### src/rtl/rgb_pixel_framer.sv
// rgb_pixel_framer
//   Packs a raster-order R,G,B byte stream into 24-bit pixels. Each pixel is
//   tagged with its column/row and with start-of-frame, end-of-line and
//   end-of-frame flags. It is then held in a single-entry output register
//   until the sink takes it.
//
// Ports
//   clk        in   clock, rising edge
//   rst        in   synchronous active-high reset
//   in_valid   in   in_byte is valid
//   in_byte    in   processed byte (R, G, B order per pixel)
//   in_ready   out  byte accepted when in_valid && in_ready
//   out_valid  out  output register holds a pixel
//   out_ready  in   sink takes the pixel when out_valid && out_ready
//   out_rgb    out  {R, G, B}
//   out_x      out  column of held pixel
//   out_y      out  row of held pixel
//   out_sof    out  held pixel is (0,0)
//   out_eol    out  held pixel is last in its row
//   out_eof    out  held pixel is last in the frame
//   frame_cnt  out  completed frames, wraps modulo 256
module rgb_pixel_framer #(
    parameter int unsigned IMG_W = 256,
    parameter int unsigned IMG_H = 128,
    localparam int unsigned XW = $clog2(IMG_W),
    localparam int unsigned YW = $clog2(IMG_H)
) (
    input  logic          clk,
    input  logic          rst,
    input  logic          in_valid,
    input  logic [7:0]    in_byte,
    output logic          in_ready,
    output logic          out_valid,
    input  logic          out_ready,
    output logic [23:0]   out_rgb,
    output logic [XW-1:0] out_x,
    output logic [YW-1:0] out_y,
    output logic          out_sof,
    output logic          out_eol,
    output logic          out_eof,
    output logic [7:0]    frame_cnt
);

    localparam logic [XW-1:0] XLast = XW'(IMG_W - 1);
    localparam logic [YW-1:0] YLast = YW'(IMG_H - 1);

    logic [1:0]    ph;
    logic [7:0]    r_byte;
    logic [7:0]    g_byte;
    logic [XW-1:0] px;
    logic [YW-1:0] py;

    logic in_acc;
    logic pix_load;

    // The B byte may only enter when the output slot is free or is emptied on
    // this same edge; R and G are parked internally and never block.
    assign in_ready = !rst && ((ph != 2'd2) || !out_valid || out_ready);
    assign in_acc   = in_valid && in_ready;
    assign pix_load = in_acc && (ph == 2'd2);

    always_ff @(posedge clk) begin
        if (rst) begin
            ph        <= 2'd0;
            r_byte    <= 8'd0;
            g_byte    <= 8'd0;
            px        <= '0;
            py        <= '0;
            out_valid <= 1'b0;
            out_rgb   <= 24'd0;
            out_x     <= '0;
            out_y     <= '0;
            out_sof   <= 1'b0;
            out_eol   <= 1'b0;
            out_eof   <= 1'b0;
            frame_cnt <= 8'd0;
        end else begin
            if (in_acc) begin
                if (ph == 2'd0) r_byte <= in_byte;
                if (ph == 2'd1) g_byte <= in_byte;
                ph <= (ph == 2'd2) ? 2'd0 : ph + 2'd1;
            end

            if (pix_load) begin
                // A load wins over a simultaneous transfer: the slot is refilled.
                out_valid <= 1'b1;
                out_rgb   <= {r_byte, g_byte, in_byte};
                out_x     <= px;
                out_y     <= py;
                out_sof   <= (px == '0) && (py == '0);
                out_eol   <= (px == XLast);
                out_eof   <= (px == XLast) && (py == YLast);

                // Coordinates track loaded pixels, not sink transfers.
                if (px == XLast) begin
                    px <= '0;
                    if (py == YLast) begin
                        py        <= '0;
                        frame_cnt <= frame_cnt + 8'd1;
                    end else begin
                        py <= py + YW'(1);
                    end
                end else begin
                    px <= px + XW'(1);
                end
            end else if (out_ready) begin
                out_valid <= 1'b0;
            end
        end
    end

endmodule

### config.mk
export PLATFORM = sky130hd
export DESIGN_NAME = rgb_pixel_framer
export DESIGN_NICKNAME = d
export VERILOG_FILES = /design/src/rtl/rgb_pixel_framer.sv
export SDC_FILE = /design/constraint.sdc
export NUM_CORES = 1
export LEC_CHECK = 0
export ABC_AREA = 1
export CORE_AREA = 2 2 90 92
export DETAILED_ROUTE_END_ITERATION = 7
export DIE_AREA = 0 0 92 94
export DONT_BUFFER_PORTS = 1
export GPL_TIMING_DRIVEN = 0
export REMOVE_ABC_BUFFERS = 1
export SLEW_MARGIN = 5
export SYNTH_ARGS = -nofsm -noshare
export SYNTH_HDL_FRONTEND = slang
export SYNTH_SLANG_ARGS = --single-unit
### constraint.sdc
create_clock -name clk -period 1.5 [get_ports clk]
set_clock_uncertainty 0.05 [all_clocks]
set_input_delay 0.45 -clock clk [delete_from_list [all_inputs] [get_ports clk]]
set_output_delay 0.45 -clock clk [all_outputs]
set_load 0.02 [all_outputs]
==> flow_metrics.py <==
metrics = {
    "finish": {
        "finalNetCount": 476,
        "multi_input_area_um2": 1640,
        "stdcell_area_um2": 4190,
        "diodes": 0,
        "layout-drive-gt1-share_pct": 25.9,
        "instances_no_fill": 566,
        "n_fill_cell": 707,
        "syn2layout_area_growth_pct": 24.9,
        "layout.area.seq_um2": 1700,
    },
    "clocking": {
        "cts_tree": "yes",
        "clock_sinks": 84,
        "h-tree-depth": 3,
        "clk_latency_ns": 0.35,
        "clockRootBuffer": "clkbuf_8",
        "holdBufCountCts": 0,
        "cts_buffers": 9,
        "clkTransAtPathRegs_ns": 0.09,
        "cts_buffer_depth": 2,
    },
    "sta": {
        "grt_setup_unrepaired": "true",
        "max_slew_margin_pct": 68.3,
        "fmax_ghz": 0.615,
        "setup_ws_ns": -0.126,
        "timing.hold.ws_ns": 0.102,
        "finalSetupViolCount": 17,
        "period_needed_ns": 1.63,
        "slew_viol_final": 0,
        "tightest_slew_ns": 0.476,
        "finalHoldViolCount": 0,
        "fin_crit_sh_pct": 108,
    },
    "grt": {
        "grt_max_degree": 50,
        "overflow": 0,
        "grt_pass1_vias": 2861,
        "grtUsageTotal_pct": 20.0,
        "antenna_found_initial": 0,
        "grt_pass1_wl_um": 13700,
    },
    "critical_path": {
        "required_ns": 1.00,
        "critPathArrivalTime_ns": 1.13,
        "end_kind": "primary output",
        "crit_path_max_fanout": 3,
        "critPathLaunchType": "register",
        "critical_path_class": "register to primary output",
    },
    "drt": {
        "top_layer": "met4",
        "dr_wl_met2_um": 4370,
        "dr.pass1.iters": 4,
        "ant_nets": 0,
        "drt-initial-drc-count": 118,
        "drc_errors": 0,
        "vias": 2980,
        "wl_met1_um": 3910,
        "wire_per_inst_um": 15.9,
        "viasPerCell": 5.27,
        "met3_wirelength_um": 641,
        "routed_wl_um": 8990,
    },
    "place": {
        "place_area_um2": 3370,
        "gp_congestion": 0.773,
        "numPortBuffers": 0,
        "dp_hpwl_um": 4460,
        "dp_cells": 516,
        "dpl_worst_slack_ns": -1.65,
    },
    "power": {
        "ir_drop_mv": 0.416,
        "static-leakage-power_nw": 1.53,
        "finalPower_w": 0.00391,
        "power_density_nw_per_um2": 934,
    },
    "die": {
        "die_area_um2": 8650,
        "row_count": 32,
        "die_h_um": 94,
        "core_um2": 7610,
        "start_util_pct": 44.1,
        "io_pins": 64,
        "die_w_um": 92,
    },
    "logic_synthesis": {
        "synth.mux.area_fraction_pct": 0,
        "synth-xor-area-share_pct": 1.57,
        "synth_cells": 436,
        "ys_warn_count": 0,
        "ys_types": 23,
        "synth_seq_cells": 84,
        "synthAdderAreaFrac_pct": 1.86,
        "synthArstFlopShare_pct": 0,
        "synth-main-ff-cell": "dfxtp_1",
        "synth_top_family_by_area": "simple AND/OR/NAND/NOR gates",
        "yosys.area_share.simple_pct": 19.0,
        "synth.yosys.seq_area_share_pct": 50.1,
        "synth_edf_count": 0,
        "syn_area_um2": 3360,
        "synth_compound_area_share_pct": 18.8,
        "syn_area_per_cell_um2": 7.70,
    },
    "hold_path": {
        "hold_class": "input pin to register",
    },
    "status": {
        "violations": "setup timing",
        "status": "complete, but fails checks",
    },
    "run": {
        "drv_cap": 0,
    },
}
-- synthesized netlist by cell type (2+ instances only) --
cell type / number / area (um^2)
inv_1: 43 / 161
clkbuf_1: 8 / 30.0
o21ai_0: 44 / 220
nand3_1: 25 / 125
nor2_1: 28 / 105
nand2_1: 81 / 304
inv_2: 2 / 7.51
nor3_1: 2 / 10.0
nand4_1: 4 / 25.0
buf_4: 5 / 37.5
xor2_1: 6 / 52.6
ha_1: 5 / 62.6
buf_2: 7 / 35.0
nor2_2: 4 / 25.0
dfxtp_1: 84 / 1680
a21oi_1: 81 / 405
-- placed cells by master (no fill, tap or decap), types with 2 or more instances in the layout --
master,synthesis,layout
a21oi_1,81,65
a21oi_2,0,15
buf_12,0,3
buf_4,5,20
buf_6,1,6
clkbuf_8,0,9
clkinv_4,0,3
clkinv_8,0,2
clkinvlp_4,0,2
dfxtp_1,84,74
dfxtp_2,0,8
dfxtp_4,0,2
ha_1,5,3
inv_1,43,39
inv_2,2,4
inv_4,1,2
inv_6,0,3
nand2_1,81,66
nand2_2,0,10
nand2_4,0,4
nand3_1,25,16
nand3_2,1,10
nand4_1,4,4
nand4_4,1,2
nor2_1,28,25
nor2_4,1,7
nor3_1,2,2
o21ai_0,44,42
o21ai_1,1,2
xor2_1,6,6
-- critical path, cell delays in order (launching register included) --
cell and delay [ns]:
dfxtp_4 0.39, nand2_4 0.10, inv_2 0.06, a21oi_4 0.22
-- layout make-up --
class	instances	share of cell area, %
Clock buffer	9	2.96
Sequential cell	84	40.5
Multi-Input combinational cell	285	39.2
Timing Repair Buffer	30	6.99
Inverter	46	4.87
Clock inverter	7	1.40
Timing Repair inverter	3	0.985
Tap cell	102	3.04
-- state kept, by name, summed over array words and instances (netlist names) --
name       count
out_valid      1
ph             2
frame_cnt      8
g_byte         8
out_x          8
py             7
out_rgb       24
out_sof        1
out_eol        1
px             8
out_y          7
r_byte         8
out_eof        1
-- path summary, 6_finish.rpt --
check | startpoint | to | depth (start not counted) | slack (ns)
min | rst | frame_cnt[1] | 1 | 0.10
max | out_valid | in_ready | 3 | -0.13
max reg2reg | ph[1] | frame_cnt[3] | 8 | -0.09
min reg2reg | g_byte[3] | out_rgb[11] | 2 | 0.40
-- per-stage QoR --
stage | TNS [ns] | utilization, %
2_1_floorplan | -28.13 | -
3_3_place_gp | -84.09 | 44.3
3_5_place_dp | -87.21 | 44.3
4_1_cts | -0.138 | 51.5
5_1_grt | -2.93 | 55.1
6_report | -1.04 | 55.1
-- layer usage --
layer | global-route usage, % | vias up
li1 | - | 1475
met1 | 24.9 | 1404
met2 | 33.4 | 92
met3 | 5.14 | 9
met4 | 7.84 | 0
met5 | 0 | -
-- power breakdown --
group	internal (W)	switching (W)
clock	0.000621	0.000885
sequential	0.00226	0.0000208
combinational	0.0000468	0.0000844
-- kinds of logic (layout without fill, tap and decap cells) --
kind of cell,Yosys count,in the layout
buffers and inverters,68,95
xor gates and xnor gates,6,6
DFF,84,84
AOI/OAI and AO/OA,126,126
and+or+nand+nor,147,148
adders and majority gates,5,5
-- what timing repair did --
action | CTS | global route
endpoints found under the hold margin | 0 | 0
pin swaps | 9 | 19
setup buffers | 28 | 2
setup endpoints to repair | 84 | 52
cloned | 3 | 2
resized for setup | 37 | 63
(Power assumes the default switching activity.)
